`config.mk`:
```
export PLATFORM = sky130hd
export DESIGN_NAME = enc42_capture
export DESIGN_NICKNAME = d
export VERILOG_FILES = /design/src/rtl/enc42_capture.sv
export SDC_FILE = /design/constraint.sdc
export NUM_CORES = 1
export LEC_CHECK = 0
export ABC_CLOCK_PERIOD_IN_PS = 2000
export CAP_MARGIN = 10
export CORE_ASPECT_RATIO = 0.9
export CORE_MARGIN = 10
export CORE_UTILIZATION = 44
export DETAILED_ROUTE_END_ITERATION = 8
export HOLD_SLACK_MARGIN = 0.05
export PLACE_DENSITY = 0.69
export SETUP_SLACK_MARGIN = 0.2
export SLEW_MARGIN = 0
export SYNTH_ARGS = -nofsm -noshare
export SYNTH_HDL_FRONTEND = slang
export SYNTH_SLANG_ARGS = --single-unit
export TNS_END_PERCENT = 50
```
`constraint.sdc`:
```
create_clock -name clk -period 2 [get_ports clk]
set_input_delay 0.3 -clock clk [delete_from_list [all_inputs] [get_ports clk]]
set_output_delay 0.3 -clock clk [all_outputs]
set_load 0.01 [all_outputs]
```
`src/rtl/enc42_capture.sv`:
```
// rtl/enc42_capture.sv - registered 4:2 priority encoder with sync, debounce and valid/ack handshake
// ENC42_ACTIVE_LOW_IN_EN: when defined, d lines are active-low (inverted after the synchroniser).
module enc42_capture #(
  parameter int DEBOUNCE_CYCLES = 4
) (
  input  logic       clk,
  input  logic       rst_n,
  input  logic [3:0] d,
  input  logic       ack,
  output logic [1:0] code,
  output logic       multi,
  output logic       valid
);

  localparam int CW = (DEBOUNCE_CYCLES > 1) ? $clog2(DEBOUNCE_CYCLES) : 1;
  localparam logic [CW-1:0] CNT_LAST = CW'(DEBOUNCE_CYCLES - 1);

  typedef enum logic [1:0] {
    ST_IDLE    = 2'd0,
    ST_SETTLE  = 2'd1,
    ST_HOLD    = 2'd2,
    ST_RELEASE = 2'd3
  } state_t;

  logic [3:0]    s1_q, s2_q;
  logic [3:0]    req;
  state_t        state_q, state_d;
  logic [3:0]    snap_q, snap_d;
  logic [CW-1:0] cnt_q, cnt_d;
  logic [1:0]    code_q, code_d;
  logic          multi_q, multi_d;
  logic          valid_q, valid_d;

`ifdef ENC42_ACTIVE_LOW_IN_EN
  localparam logic [3:0] SYNC_RST = 4'b1111;
  assign req = ~s2_q;
`else
  localparam logic [3:0] SYNC_RST = 4'b0000;
  assign req = s2_q;
`endif

  always_ff @(posedge clk or negedge rst_n) begin
    if (!rst_n) begin
      s1_q <= SYNC_RST;
      s2_q <= SYNC_RST;
    end else begin
      s1_q <= d;
      s2_q <= s1_q;
    end
  end

  function automatic logic [1:0] enc4(input logic [3:0] v);
    logic [1:0] r;
    r = 2'd0;
    if (v[3])      r = 2'd3;
    else if (v[2]) r = 2'd2;
    else if (v[1]) r = 2'd1;
    return r;
  endfunction

  always_comb begin
    state_d = state_q;
    snap_d  = snap_q;
    cnt_d   = cnt_q;
    code_d  = code_q;
    multi_d = multi_q;
    valid_d = valid_q;
    case (state_q)
      ST_IDLE: begin
        if (req != 4'd0) begin
          snap_d  = req;
          cnt_d   = '0;
          state_d = ST_SETTLE;
        end
      end
      ST_SETTLE: begin
        if (req == 4'd0) begin
          state_d = ST_IDLE;
        end else if (req != snap_q) begin
          snap_d = req;
          cnt_d  = '0;
        end else if (cnt_q == CNT_LAST) begin
          code_d  = enc4(snap_q);
          // more than one bit set <=> clearing the lowest set bit leaves something
          multi_d = |(snap_q & (snap_q - 4'd1));
          valid_d = 1'b1;
          state_d = ST_HOLD;
        end else begin
          cnt_d = cnt_q + CW'(1);
        end
      end
      ST_HOLD: begin
        if (ack) begin
          valid_d = 1'b0;
          cnt_d   = '0;
          state_d = ST_RELEASE;
        end
      end
      ST_RELEASE: begin
        if (req != 4'd0) begin
          cnt_d = '0;
        end else if (cnt_q == CNT_LAST) begin
          state_d = ST_IDLE;
        end else begin
          cnt_d = cnt_q + CW'(1);
        end
      end
      default: state_d = ST_IDLE;
    endcase
  end

  always_ff @(posedge clk or negedge rst_n) begin
    if (!rst_n) begin
      state_q <= ST_IDLE;
      snap_q  <= 4'd0;
      cnt_q   <= '0;
      code_q  <= 2'd0;
      multi_q <= 1'b0;
      valid_q <= 1'b0;
    end else begin
      state_q <= state_d;
      snap_q  <= snap_d;
      cnt_q   <= cnt_d;
      code_q  <= code_d;
      multi_q <= multi_d;
      valid_q <= valid_d;
    end
  end

  assign code  = code_q;
  assign multi = multi_q;
  assign valid = valid_q;

endmodule
```
==> metrics.md <==
| Metric | Value |
|---|---|
| Synth area leader | dfrtp_1 |
| Yosys warnings | 0 |
| First-pass GRT wire length | 2260 um |
| Die width | 65.7 um |
| Std cell rows | 14 |
| Final worst setup slack | 337 ps |
| Yosys cell types | 28 |
| Fin cells | 105 |
| #FFs+latches synth | 20 |
| Setup CP Type | reg2reg |
| Cell area after layout | 1020 um2 |
| Critical Path Fanout Max | 6 |
| Setup crit start kind | flop |
| Critical path arrival | 1860 ps |
| Worst Skew | 2.48 ps |
| Vias per cell | 5.06 |
| # fillers | 131 |
| # diodes | 0 |
| Fraction of layout cells with a size suffix above 1 | 0.160 |
| Leak | 0.000446 uW |
| Pin count of the biggest net entering global routing | 21 |
| Drt wl/cell | 12.7 um |
| Dpl cells | 101 |
| Clk_lat worst skew | 300 ps |
| Post_cts resized | 0 |
| Most frequent cells in the layout | dfrtp_1 (20), clkdlybuf4s50_1 (10) |
| Max Fclk | 601 MHz |
| Die area | 4020 um2 |
| Most common cell after layout, fill and taps aside | dfrtp_1 |
| Async SR Flop Fraction | 1.00 |
| Hold-fix buffers, CTS | 0 |
| Post-CTS Setup Inserts | 0 |
| Area after DPL | 968 um2 |
| GRT Overall Usage | 0.0770 |
| Mapped Nets | 73 |
| Hold Crit Class | in2async |
| Post-DRT Antenna Nets | 0 |
| Number of global-route vias before repair | 498 |
| Count of final max-slew check failures | 0 |
| Required @ worst endpoint | 2190 ps |
| Clock transition at path regs | 100 ps |
| Most used DFF post-synth | dfrtp_1 |
| MaxCap Viol Count | 0 |
| Worst-Margin Slew | 361 ps |
| HPWL after detailed placement | 1050 um |
| Setup crit end kind | flop |
| Register area share after synthesis | 0.605 |
| H-tree Lvls | 1 |
| Clk buf depth | 2 |
| Synth Instances | 66 |
| Post-Route Setup TNS | 0 ps |
| Drt first pass iters | 4 |
| Synth top area share | 0.605 |
| Final min period | 1660 ps |
| Final period utilization | 0.832 |
| Layout area overhead | 23.4% |
| Final setup vio count | 0 |
| Antenna violations before repair | 0 |
| Worst vdd ir | 0.464 mV |
| Routed WL | 1330 um |
| Total congestion overflow | 0 |
| Initial DRC count | 8 |
| Number of flops mapped to enable cells by yosys | 0 |
| DR DRC count | 0 |
| Clock Tree Root | clkbuf_4 |
| Pwr/cell area | 836 nW/um2 |
| Unrepaired setup endpoints after global routing | no |
| Post-layout nets | 89 |
| Pre-CTS setup slack | 352 ps |
| Final Power | 853 uW |
| Final GP Congestion | 0.767 |
| CTS tree | yes |
| Via Count | 531 |
| # IOs | 11 |
| I/O Buffers | 10 |
| Clock Sinks | 20 |
| Cts bufs inserted | 3 |
| Cell area after synthesis | 827 um2 |
| Top cells by area, synth | dfrtp_1 (61%), a22o_1 (4.2%), xor2_1 (4.2%) |
| Status | complete, no violations |
| Core area | 1730 um2 |
| Die Height | 61.1 um |
| Max_slew headroom | 0.758 |
| Initial core utilization | 0.477 |
| Hold Violations, Final | 0 |
| Syn avg cell area | 12.5 um2 |
where the power goes:
part           internal, uW  leakage (uW)  switching (uW)
registers               426      0.000241            23.7
logic                  44.6      0.000177            41.6
clock network           203     0.0000279             115
final timing paths:
path                                 from  depth (start not counted)  slack [ps]                         end
worst max-delay path            snap_q[1]                          4         340                     code[1]
worst min-delay path                rst_n                          2         310  asynchronous set/reset pin
worst max register to register  snap_q[1]                          4         340                     code[1]
worst min register to register    s1_q[0]                          0         360                      req[0]
max in group asynchronous           rst_n                          2        1490                    cnt_q[0]
min in group clk                  s1_q[0]                          0         360                      req[0]
worst max-delay path, stage by stage, from the launching register on:
cell and delay (ps):
dfrtp_1 450, xor2_1 190, nor4_4 420, nand3_2 170, mux2_4 320
sequential cells by signal, indices dropped and copies added (netlist names), named ones only:
| signal | flops |
|---|---|
| valid | 1 |
| code | 2 |
| cnt_q | 2 |
| req | 4 |
| multi | 1 |
| s1_q | 4 |
| snap_q | 4 |
| state_q | 1 |
metal layers:
layer | routed length, um | GRT usage
met3 | 90 | 0.0454
met2 | 567 | 0.110
met1 | 639 | 0.0873
met5 | 0 | 0
met4 | 32 | 0.0457
synth_stat cells, types with 2 or more instances:
| cell type | number |
|---|---|
| nand2_1 | 3 |
| inv_1 | 4 |
| nor2_1 | 4 |
| a22o_1 | 4 |
| a31oi_1 | 2 |
| dfrtp_1 | 20 |
| xor2_1 | 4 |
| a21oi_1 | 4 |
| a211oi_1 | 2 |
logic make-up (layout without fill, tap and decap cells):
family                     after synthesis  in the layout  share of synthesized area
AOI/OAI and AO/OA                       18             18                      0.156
xor gates and xnor gates                 4              4                     0.0424
muxes                                    2              2                     0.0303
adders and majority gates                1              1                     0.0121
DFF                                     20             20                      0.605
buffers and inverters                    5             20                     0.0227
and+or+nand+nor                         16             16                      0.132
area by class of cell:
class / instances / area (um2) / share of cell area
clock buffers: 3 / 22.5 / 0.0221
clock inverters: 1 / 30.0 / 0.0294
inverters: 4 / 15.0 / 0.0147
multi-input cells: 41 / 308 / 0.301
flip-flops and latches: 20 / 500 / 0.490
well taps: 24 / 30.0 / 0.0294
repair buffers: 12 / 115 / 0.113
stage by stage:
stage	hold slack (ps)	util
floorplan	4.41	-
global placement	333	0.558
detailed placement	340	0.558
CTS	318	0.589
global route	316	0.589
finish	312	0.589
Note: power is estimated with default switching activity, not from simulation.
